**config.mk**
```make
export PLATFORM = sky130hd
export DESIGN_NAME = pipe_hazard_ctrl
export DESIGN_NICKNAME = d
export VERILOG_FILES = /design/src/rtl/pipe_hazard_ctrl_pkg.sv /design/src/rtl/pipe_hazard_ctrl_div_seq.sv /design/src/rtl/pipe_hazard_ctrl.sv
export SDC_FILE = /design/constraint.sdc
export NUM_CORES = 1
export LEC_CHECK = 0
export CAP_MARGIN = 5
export CORE_ASPECT_RATIO = 1.75
export CORE_MARGIN = 8
export CORE_UTILIZATION = 30
export DETAILED_ROUTE_END_ITERATION = 8
export GPL_TIMING_DRIVEN = 0
export PLACE_DENSITY = 0.69
export SETUP_SLACK_MARGIN = 0.02
export SYNTH_ARGS = -nofsm -noshare
export SYNTH_HDL_FRONTEND = slang
export SYNTH_SLANG_ARGS = --single-unit
```
**constraint.sdc**
```tcl
create_clock -name aclk -period 1.9 [get_ports aclk]
set_input_delay 0.38 -clock aclk [delete_from_list [all_inputs] [get_ports aclk]]
set_output_delay 0.38 -clock aclk [all_outputs]
set_load 0.01 [all_outputs]
```
**src/rtl/pipe_hazard_ctrl_pkg.sv**
```systemverilog
// Shared types and constants for the pipeline hazard controller.
package pipe_hazard_ctrl_pkg;

  // Redirect sequencing: normal flow or holding a redirect toward the PC stage.
  typedef enum logic {
    RUN   = 1'b0,
    REDIR = 1'b1
  } ctrl_state_e;

  // Multi-cycle divider occupancy of the EX stage.
  typedef enum logic [1:0] {
    IDLE = 2'd0,
    BUSY = 2'd1,
    DONE = 2'd2
  } div_state_e;

  // Stage indices into ready_go / flush.
  localparam int STG_IF  = 0;
  localparam int STG_ID  = 1;
  localparam int STG_EX  = 2;
  localparam int STG_MEM = 3;
  localparam int STG_WB  = 4;

endpackage

```
**src/rtl/pipe_hazard_ctrl_div_seq.sv**
```systemverilog
// Divider stall sequencer: holds EX for DIV_LAT-1 cycles, releasing on cycle DIV_LAT.
module pipe_hazard_ctrl_div_seq
  import pipe_hazard_ctrl_pkg::*;
#(
  parameter int DIV_LAT = 8
) (
  input  logic aclk,
  input  logic reset,
  input  logic start,
  input  logic abort,
  input  logic mem_allow_in,
  output logic ex_hold,
  output logic div_busy
);

  localparam int CNT_W = ($clog2(DIV_LAT) > 4) ? $clog2(DIV_LAT) : 4;

  div_state_e       state_q, state_nxt;
  logic [CNT_W-1:0] cnt_q, cnt_nxt;

  // State and counter registers; an abort (WB event) always lands in IDLE.
  always_ff @(posedge aclk) begin
    if (reset) begin
      state_q <= IDLE;
      cnt_q   <= '0;
    end else begin
      state_q <= state_nxt;
      cnt_q   <= cnt_nxt;
    end
  end

  // Next state and EX hold. The start cycle counts as the first held cycle,
  // so BUSY lasts DIV_LAT-2 cycles and DONE is the release cycle.
  always_comb begin
    state_nxt = state_q;
    cnt_nxt   = cnt_q;
    ex_hold   = 1'b0;
    case (state_q)
      IDLE: begin
        if (start) begin
          ex_hold = 1'b1;
          cnt_nxt = CNT_W'(DIV_LAT - 2);
          if (DIV_LAT == 2) state_nxt = DONE;
          else              state_nxt = BUSY;
        end
      end
      BUSY: begin
        ex_hold = 1'b1;
        cnt_nxt = cnt_q - CNT_W'(1);
        if (cnt_q == CNT_W'(1)) state_nxt = DONE;
      end
      DONE: begin
        if (mem_allow_in) state_nxt = IDLE;
      end
      default: state_nxt = IDLE;
    endcase
    if (abort) state_nxt = IDLE;
  end

  assign div_busy = (state_q != IDLE);

endmodule

```
**src/rtl/pipe_hazard_ctrl.sv**
```systemverilog
// Pipeline hazard controller: per-stage ready_go/flush, load-use and divider
// stalls, and a held PC redirect for branch mispredicts and WB events.
module pipe_hazard_ctrl
  import pipe_hazard_ctrl_pkg::*;
#(
  parameter int DIV_LAT = 8,
  parameter int PC_W    = 32
) (
  input  logic            aclk,
  input  logic            reset,
  input  logic            id_valid,
  input  logic [4:0]      id_rj,
  input  logic [4:0]      id_rk,
  input  logic            id_use_rj,
  input  logic            id_use_rk,
  input  logic            ex_valid,
  input  logic            ex_is_load,
  input  logic            ex_is_div,
  input  logic [4:0]      ex_rd,
  input  logic            mem_allow_in,
  input  logic            br_taken,
  input  logic [PC_W-1:0] br_target,
  input  logic            wb_valid,
  input  logic            wb_exc,
  input  logic            wb_ertn,
  input  logic            wb_refetch,
  input  logic [PC_W-1:0] exc_entry,
  input  logic [PC_W-1:0] era,
  input  logic [PC_W-1:0] wb_pc,
  input  logic            if_allow_in,
  output logic [4:0]      ready_go,
  output logic [3:0]      flush,
  output logic            redirect_valid,
  output logic [PC_W-1:0] redirect_pc,
  output logic            div_busy
);

  // WB redirect target with priority exc > ertn > refetch (wraps modulo 2^PC_W).
  function automatic logic [PC_W-1:0] wb_target(input logic            exc,
                                                input logic            ertn,
                                                input logic [PC_W-1:0] entry,
                                                input logic [PC_W-1:0] ret,
                                                input logic [PC_W-1:0] pc);
    if (exc)       return entry;
    else if (ertn) return ret;
    else           return pc + PC_W'(4);
  endfunction

  ctrl_state_e     ctrl_q, ctrl_nxt;
  logic [PC_W-1:0] redirect_pc_q, redirect_pc_nxt;
  logic            exc_ev, br_ev, load_use, ex_hold;

  assign exc_ev = wb_valid & (wb_exc | wb_ertn | wb_refetch);
  assign br_ev  = ex_valid & br_taken & ~exc_ev;

  // r0 is hardwired zero, so a load targeting it never creates a dependency.
  assign load_use = id_valid & ex_valid & ex_is_load & (ex_rd != 5'd0) &
                    ((id_use_rj & (id_rj == ex_rd)) | (id_use_rk & (id_rk == ex_rd)));

  pipe_hazard_ctrl_div_seq #(
    .DIV_LAT (DIV_LAT)
  ) u_div_seq (
    .aclk         (aclk),
    .reset        (reset),
    .start        (ex_valid & ex_is_div),
    .abort        (exc_ev),
    .mem_allow_in (mem_allow_in),
    .ex_hold      (ex_hold),
    .div_busy     (div_busy)
  );

  // Redirect state and held target; a pending redirect is dropped on reset.
  always_ff @(posedge aclk) begin
    if (reset) begin
      ctrl_q        <= RUN;
      redirect_pc_q <= '0;
    end else begin
      ctrl_q        <= ctrl_nxt;
      redirect_pc_q <= redirect_pc_nxt;
    end
  end

  // WB events always win and may retarget a pending redirect; branches only
  // start a redirect from RUN, since in REDIR they are on the wrong path.
  always_comb begin
    ctrl_nxt        = ctrl_q;
    redirect_pc_nxt = redirect_pc_q;
    flush           = 4'b0000;
    if (exc_ev) begin
      flush           = 4'b1111;
      ctrl_nxt        = REDIR;
      redirect_pc_nxt = wb_target(wb_exc, wb_ertn, exc_entry, era, wb_pc);
    end else if (ctrl_q == RUN && br_ev) begin
      flush           = 4'b0011;
      ctrl_nxt        = REDIR;
      redirect_pc_nxt = br_target;
    end else if (ctrl_q == REDIR && if_allow_in) begin
      ctrl_nxt = RUN;
    end
  end

  always_comb begin
    ready_go          = 5'b11111;
    ready_go[STG_ID]  = ~load_use;
    ready_go[STG_EX]  = ~ex_hold;
  end

  assign redirect_valid = (ctrl_q == REDIR);
  assign redirect_pc    = redirect_pc_q;

endmodule

```
==> flow_metrics.tcl, run 1 <==
set metrics [dict create \
    status "finished clean" \
    clk_path_buf_depth 2 \
    drc 0 \
    synthTopCellsByArea "dfxtp_1, nand2_1, a21oi_1, xor2_1, mux2i_1" \
    diodes 0 \
    worstPathArrival_ns 2.11 \
    numPortBuffers 196 \
    fin_cells 785 \
    synth_async_sr_flop_share_pct 0 \
    die_h_um 155.4 \
    yosys_warnings 0 \
    finish.utilization_pct 53.04 \
    dr.pass1.iters 4 \
    area_growth_pct 74.86 \
    rsz0062_at_grt "yes" \
    cts_buffers 5 \
    slew_violations 0 \
    path_clk_slew_ns 0.06 \
    clock-skew-final_ns 0.01001 \
    yosys.area.top_type "dfxtp_1" \
    path_class "in2reg" \
    critPathRequiredTime_ns 2.13 \
    synth_edf_count 0 \
    start_util_pct 30.34 \
    dp.cells 771 \
    drv_cap 0 \
    setup_violations 0 \
    die_x_um 95.64 \
    ios 201 \
    ir_drop_mv 0.4089 \
    grt_usage_pct 22.52 \
    num_vias 4342 \
    setup_ws_ns 0.01290 \
    grt_pass1_vias 4701 \
    worst_pin_slew_ns 0.7340 \
    die_area_mm2 0.01486 \
    syn_avg_cell_area_um2 7.550 \
    syn_area_mm2 0.003329 \
    root_buffer "clkbuf_16" \
    dpl_cell_area_mm2 0.005472 \
    worstHoldPathCells 2 \
    antenna_found_initial 0 \
    crit_path_end_kind "flip-flop" \
    final.setup.tns_ns 0 \
    gp_congestion 0.8908 \
    crit_path_start_kind "input port" \
    total_power_mw 3.076 \
    drt_iter0_markers 191 \
    period_minus_slack_ns 1.887 \
    reg2reg_depth 6 \
    ys.flop_type "dfxtp_1" \
    routed_wl_um 17150 \
    cts.sinks 39 \
    p_comb_share_pct 36.8 \
    p_int_mw 2.158 \
    seq_area_frac_synth_pct 23.45 \
    clkPwrFrac_pct 33.0 \
    layout_commonest_cell "clkdlybuf4s50_1" \
    grt_max_degree 13 \
    pre_cts_slack_ns -1.364 \
    netSwitchingFraction_pct 29.84 \
    fmaxAchievable_ghz 0.5299 \
    synth_top_area_share_pct 23.45 \
    cp_max_fo 3 \
    seqPwrFrac_pct 30.1 \
    clkLatencyLatePin_ns 0.29 \
    p_per_area_mw_per_mm2 528.3 \
    slew_headroom_pct 51.06 \
    hold_slack_ns 0.4895 \
    hpwl_um 13950 \
    p_leak_nw 2.211 \
    switching_power_mw 0.9179 \
    routedWlPerCell_um 21.84 \
    hp-class "reg2reg" \
    synth_seq_cells 39 \
    fin_crit_sh_pct 99.32 \
    nets 813 \
    vias_per_cell 5.531 \
    final_cell_area_mm2 0.005822 \
    drive_above_1_share_pct 17.76 \
    grt_overflow_total 0 \
    hold_violations 0 \
    grt_pass1_wl_um 25360 \
    core-area_mm2 0.01098 \
    layout.cells.most_common_list "clkdlybuf4s50_1, nand2_1, dfxtp_1" \
    ant_nets 0 \
    row_count 51 \
    netlist_instances 441 \
    cts_tree "yes" \
    cts_htree_levels 2 \
    yosysUniqueCellTypes 63 \
]
==> power groups by stage <==
| stage | sequential [mW] | clock (mW) | combinational [mW] |
|---|---|---|---|
| after global placement | 0.942 | 0 | 1.07 |
| after CTS | 0.927 | 1.03 | 1.12 |
| after detailed placement | 0.943 | 0 | 1.09 |
| after floorplan | 0.970 | 0 | 0.403 |
| final | 0.927 | 1.02 | 1.13 |
| after global routing | 0.936 | 1.07 | 1.21 |
==> critical path, cell delays in order <==
cell,delay (ns)
clkdlybuf4s50_1,0.51
and3_1,0.19
nand4_1,0.15
xor2_1,0.18
a2111oi_1,0.51
o31a_1,0.19
==> routing by layer <==
layer  track usage (%)  part of all wire (%)  wire length, µm
met5                 0                     0                0
met2             42.12                    55             9346
met3             4.052                   6.6             1126
met4             12.90                   4.9              837
met1             21.83                    34             5836
==> registers in the layout (all words and copies together) (netlist names) <==
signal             cells
u_div_seq.state_q      2
u_div_seq.cnt_q        4
redirect_valid         1
redirect_pc           32
==> repair_timing <==
action / 4_1_cts / 5_1_grt
gates resized for setup: 121 / 49
setup buffers: 12 / 0
endpoints found under the setup margin: 41 / 33
hold buffers: 0 / 0
pin swaps: 13 / 11
==> worst paths after layout <==
check | from | to | slack, ns
setup / recovery | wb_pc[26] | redirect_pc[30] | 0.01
hold / removal | redirect_pc[9] | redirect_pc[9] | 0.49
setup reg to reg | redirect_valid | redirect_pc[12] | 0.33
hold reg to reg | redirect_pc[9] | redirect_pc[9] | 0.49
==> Yosys cell counts, types with 3 or more instances <==
cell / instances
ha_1: 3
o22ai_1: 4
a31oi_1: 5
o21ai_1: 3
o21ai_0: 17
nor3b_1: 4
buf_2: 11
a311oi_1: 13
xnor2_1: 8
or2_2: 4
buf_4: 8
nor2_1: 24
a221oi_1: 11
dfxtp_1: 39
o21a_1: 3
o211ai_1: 4
a221o_1: 5
clkbuf_1: 17
or3_1: 4
a211oi_1: 10
nor4_1: 7
buf_1: 4
mux2i_1: 15
inv_1: 8
xor2_1: 19
nand2_1: 68
nand3_1: 13
and3_1: 6
o31a_1: 5
a21oi_1: 36
nor3_1: 8
nor3_2: 3
a221oi_2: 3
mux2_2: 4
nand4_1: 6
==> cells by family after synthesis <==
family / after synthesis / synth area share [%]
AND/OR/NAND/NOR: 165 / 25.63
AO/OA/AOI/OAI: 137 / 29.54
buffers and inverters: 50 / 7.177
flip-flops: 39 / 23.45
XOR/XNOR: 27 / 7.103
multiplexers: 19 / 5.862
adder cells (fa/ha/maj): 3 / 1.128
other: 1 / 0.1126
==> final cells by class <==
cell class	instances	area (µm²)
fill	1095	5154
tap	132	165.2
clock buffer	6	138.9
buffer	35	239.0
inverter	9	36.28
sequential	39	780.7
timing repair buffer	208	1968
multi-input combinational	354	2459
clock inverter	2	35.03
(Power assumes the default switching activity.)
==> run 2, diff against run 1 <==
--- a/config.mk
+++ b/config.mk
@@ -12,7 +12,8 @@
 export DETAILED_ROUTE_END_ITERATION = 8
 export GPL_TIMING_DRIVEN = 0
 export PLACE_DENSITY = 0.69
-export SETUP_SLACK_MARGIN = 0.02
+export REMOVE_ABC_BUFFERS = 1
+export SETUP_SLACK_MARGIN = 0.5
 export SYNTH_ARGS = -nofsm -noshare
 export SYNTH_HDL_FRONTEND = slang
 export SYNTH_SLANG_ARGS = --single-unit
==> run 2 against run 1 <==
  * Sequential share of layout area decreased by 2.1 points
  * Count of clock-buffer cells in the layout fell by 1
  * Routed wire length grew 13%
  * Combinational power up 23%
  * Global-route usage grew 2.5 points
  * Core utilization rose by 11 points
  * Setup slack better by 0.11 ns
  * Largest cell class is now buffers
  * Largest power group unchanged
==> flow_metrics.tcl, run 2 (synthesis results as in run 1) <==
set metrics [dict create \
    status "finished clean" \
    period_minus_slack_ns 1.773 \
    nets 862 \
    critPathRequiredTime_ns 1.52 \
    start_util_pct 30.34 \
    area_growth_pct 110.4 \
    drive_above_1_share_pct 35.61 \
    grt_pass1_vias 4994 \
    postCtsHoldBufs 0 \
    antenna_found_initial 3 \
    p_per_area_mw_per_mm2 473.8 \
    setup_violations 0 \
    fmaxAchievable_ghz 0.5640 \
    core-area_mm2 0.01098 \
    hpwl_um 11280 \
    routed_wl_um 19360 \
    total_power_mw 3.319 \
    layout_commonest_cell "clkdlybuf4s50_1" \
    gp_congestion 0.8463 \
    layout.cells.most_common_list "clkdlybuf4s50_1, nand2_1, buf_4" \
    cts_buffers 5 \
    largest_reg_flops 32 \
    clkLatencyLatePin_ns 0.29 \
    path_class "in2out" \
    worstPathArrival_ns 1.39 \
    finish.utilization_pct 63.83 \
    dpl_cell_area_mm2 0.005280 \
    grt_max_degree 41 \
    die_area_mm2 0.01486 \
    clk_path_buf_depth 2 \
    clock-skew-final_ns 0.002350 \
    numPortBuffers 197 \
    hold_violations 0 \
    vias_per_cell 5.728 \
    ios 201 \
    cts.sinks 39 \
    grt_usage_pct 25.03 \
    die_h_um 155.4 \
    final_cell_area_mm2 0.007005 \
    ir_drop_mv 0.4191 \
    num_vias 4794 \
    slew_headroom_pct 30.04 \
    crit_path_end_kind "output pin" \
    crit_path_start_kind "input port" \
    drv_cap 0 \
    routedWlPerCell_um 23.12 \
    drc 0 \
    worst_pin_slew_ns 1.049 \
    slew_violations 0 \
    grt_overflow_total 0 \
    dr.pass1.iters 4 \
    fin_crit_sh_pct 93.32 \
    root_buffer "clkbuf_16" \
    rsz0062_at_grt "yes" \
    hold_slack_ns 0.4036 \
    p_leak_nw 2.850 \
    die_x_um 95.64 \
    n_fill_cell 943 \
    cp_max_fo 1 \
    cts_htree_levels 2 \
    ant_nets 0 \
    drt_iter0_markers 243 \
    hp-class "in2reg" \
    cts_tree "yes" \
    path_clk_slew_ns 0.06 \
    grt_pass1_wl_um 28200 \
    row_count 51 \
]
## run 2: worst max-delay path, stage by stage
cell and delay (ns):
clkdlybuf4s15_1 0.18, xor2_1 0.17, nor4_1 0.24, nand3_1 0.11
a21o_1 0.19, buf_6 0.12
## run 2: layer usage
| layer | global-route usage, % | wire length [µm] | up-vias |
|---|---|---|---|
| met5 | 0 | 0 | - |
| met4 | 14.89 | 938 | 0 |
| met3 | 3.763 | 1174 | 58 |
| met2 | 46.39 | 10790 | 239 |
| met1 | 24.86 | 6456 | 2323 |
| li1 | - | - | 2174 |
## run 2: path summary, 6_finish.rpt
check / startpoint / end / slack (ns) / cells after the start
setup / recovery: id_rk[4] / ready_go[1] / 0.13 / 6
hold / removal: wb_valid / redirect_pc[17] / 0.40 / 2
setup reg to reg: redirect_valid / redirect_pc[29] / 0.43 / 5
hold reg to reg: redirect_pc[10] / redirect_pc[10] / 0.48 / 2
## run 2: timing repair
| item | CTS | global route |
|---|---|---|
| setup buffers | 65 | 18 |
| setup endpoints to repair | 78 | 42 |
| resized for setup | 359 | 87 |
| pin swaps | 72 | 48 |
| cloned | 10 | 1 |
## run 2: final cells by class
cell class	count	area, µm²	share of cell area, %
clock buffer	5	125.1	1.786
antenna	3	7.507	0.1072
timing repair buffer	288	2948	42.08
tap	132	165.2	2.358
clock inverter	3	43.79	0.6251
multi-input combinational	358	2873	41.01
inverter	9	53.80	0.7680
sequential	39	789.5	11.27
## run 2: metrics by stage
| stage | setup WS [ns] | std cells | setup TNS, ns |
|---|---|---|---|
| global route | 0.09570 | 837 | 0 |
| finish | 0.1269 | 837 | 0 |
| detailed placement | -2.299 | 732 | -68.49 |
| CTS | 0.09401 | 815 | 0 |
| global placement | -3.247 | 731 | -102.62 |
| floorplan | -0.3452 | 402 | -3.607 |
## run 2: power breakdown
group | leakage, nW | switching (mW) | internal [mW] | total, mW
Combinational | 2.44 | 0.618 | 0.771 | 1.39
Clock | 0.0838 | 0.386 | 0.621 | 1.01
Sequential | 0.325 | 0.0365 | 0.887 | 0.923
Total | 2.85 | 1.04 | 2.28 | 3.32
==> run 3, diff against run 2 <==
--- a/config.mk
+++ b/config.mk
@@ -10,8 +10,8 @@
 export CORE_MARGIN = 8
 export CORE_UTILIZATION = 30
 export DETAILED_ROUTE_END_ITERATION = 8
+export DONT_BUFFER_PORTS = 1
 export GPL_TIMING_DRIVEN = 0
-export PLACE_DENSITY = 0.69
 export REMOVE_ABC_BUFFERS = 1
 export SETUP_SLACK_MARGIN = 0.5
 export SYNTH_ARGS = -nofsm -noshare
==> run 3 against run 2 <==
  * Global-route usage fell by 5.2 points
  * Non-clock buffer count fell by 241
  * Sequential power rose by 5.5%
  * Die area did not move
  * Routed wire length fell by 20%
  * Largest cell class is now multi-input combinational cells
==> flow_metrics.tcl, run 3 (synthesis results as in run 1) <==
set metrics [dict create \
    critPathRequiredTime_ns 1.52 \
    setup_ws_ns 0.2986 \
    dr.pass1.iters 5 \
    grt_pass1_wl_um 22340 \
    ios 201 \
    setup_violations 0 \
    root_buffer "clkbuf_16" \
    num_vias 3775 \
    area_growth_pct 33.11 \
    ant_nets 0 \
    drc 0 \
    routedWlPerCell_um 26.07 \
    clk_path_buf_depth 2 \
    period_minus_slack_ns 1.601 \
    crit_path_top_delay_cell "or4_4" \
    layout_commonest_cell "nand2_1" \
    cts_htree_levels 2 \
    cp_max_fo 3 \
    clkLatencyLatePin_ns 0.29 \
    slew_violations 0 \
    drv_cap 0 \
    reg2reg_depth 5 \
    p_leak_nw 1.588 \
    worst_pin_slew_ns 0.8097 \
    grt_max_degree 50 \
    n_fill_cell 1111 \
    die_area_mm2 0.01486 \
    row_count 51 \
    total_power_mw 2.544 \
    p_per_area_mw_per_mm2 574.0 \
    slew_headroom_pct 45.96 \
    antenna_found_initial 0 \
    worst-path-buf-inv 0 \
    routed_wl_um 15490 \
    start_util_pct 30.34 \
    clock-skew-final_ns 0.005818 \
    layout.cells.most_common_list "nand2_1, dfxtp_1, a21oi_1" \
    dpl_cell_area_mm2 0.003326 \
    cts_buffers 5 \
    hp-class "in2reg" \
    crit_path_end_kind "output pin" \
    numPortBuffers 0 \
    core-area_mm2 0.01098 \
    die_x_um 95.64 \
    path_clk_slew_ns 0.07 \
    drive_above_1_share_pct 28.35 \
    crit_family "simple AND/OR/NAND/NOR gates" \
    path_depth 3 \
    drt_iter0_markers 253 \
    crit_path_start_kind "input port" \
    status "finished clean" \
    hold_violations 0 \
    fmaxAchievable_ghz 0.6245 \
    cts_tree "yes" \
    grt_pass1_vias 3884 \
    vias_per_cell 6.355 \
    die_h_um 155.4 \
    nets 622 \
    critPathMaxStageDelay_ns 0.52 \
    grt_usage_pct 19.85 \
    largest_reg_flops 32 \
    worstHoldPathCells 1 \
    hpwl_um 9971 \
    final_cell_area_mm2 0.004432 \
    grt_overflow_total 0 \
    diodes 0 \
    path_class "in2out" \
    ir_drop_mv 0.3574 \
    pre_cts_slack_ns -0.5822 \
    fin_crit_sh_pct 84.28 \
    finish.utilization_pct 40.38 \
    cts.sinks 39 \
    rsz0062_at_grt "yes" \
    cp_cell_sequence "or4_4, o2111ai_2, a21o_1" \
    gp_congestion 0.7995 \
    worstPathArrival_ns 1.22 \
]
[run 3: cell count changes in the layout (fill, tap and decap cells not counted), sizes merged, moves of 2 or more]
cell	delta
clkdlybuf4s15	-5
clkbuf	-7
clkinv	-2
bufbuf	-2
clkdlybuf4s50	-107
buf	-80
diode	-3
dlygate4sd2	-36
[run 3: worst register-to-register path: stages, from the launching register on]
cell and delay [ns]:
dfxtp_4 0.39, and3b_4 0.42, nand2_1 0.07, and3_1 0.18, a211o_1 0.23, a21oi_2 0.10
[run 3: final cells by class]
type / count / area (µm²) / area share (%)
multi-input cells: 359 / 2743 / 61.89
flip-flops and latches: 39 / 788.3 / 17.79
repair buffers: 47 / 534.3 / 12.06
well taps: 132 / 165.2 / 3.727
clock buffers: 8 / 156.4 / 3.529
inverters: 9 / 45.04 / 1.016
[run 3: metal layers]
metal	part of all wire (%)	GRT usage [%]	up-vias
li1	-	-	1696
met1	34	20.27	1816
met2	55	36.77	229
met3	8.1	4.149	34
met4	3.1	8.622	0
met5	0	0	-
[run 3: final timing paths]
| path | startpoint | endpoint | slack, ns |
|---|---|---|---|
| max | ex_rd[4] | ready_go[1] | 0.30 |
| min | reset | redirect_pc[19] | 0.16 |
| max reg2reg | redirect_valid | redirect_pc[31] | 0.45 |
| min reg2reg | u_div_seq.state_q[0] | u_div_seq.state_q[0] | 0.49 |
[run 3: repair_timing]
item,4_1_cts,5_1_grt
hold buffers,0,0
gates resized for setup,68,34
setup endpoints to repair,41,39
setup buffers,28,16
gates cloned,7,0
pin swaps,32,36
[run 3: per-stage QoR]
stage          hold slack (ns)  TNS, ns  std cells
2_1_floorplan           0.4462   -3.607        402
3_3_place_gp            0.4582   -24.98        534
3_5_place_dp            0.4588   -10.75        535
4_1_cts                 0.1487        0        578
5_1_grt                 0.1490        0        594
6_report                0.1575        0        594
[run 3: power breakdown]
group | internal, mW | switching (mW) | leakage (nW) | total, mW
registers | 0.887 | 0.0867 | 0.325 | 0.974
logic | 0.322 | 0.305 | 1.19 | 0.628
clock network | 0.561 | 0.381 | 0.0772 | 0.942
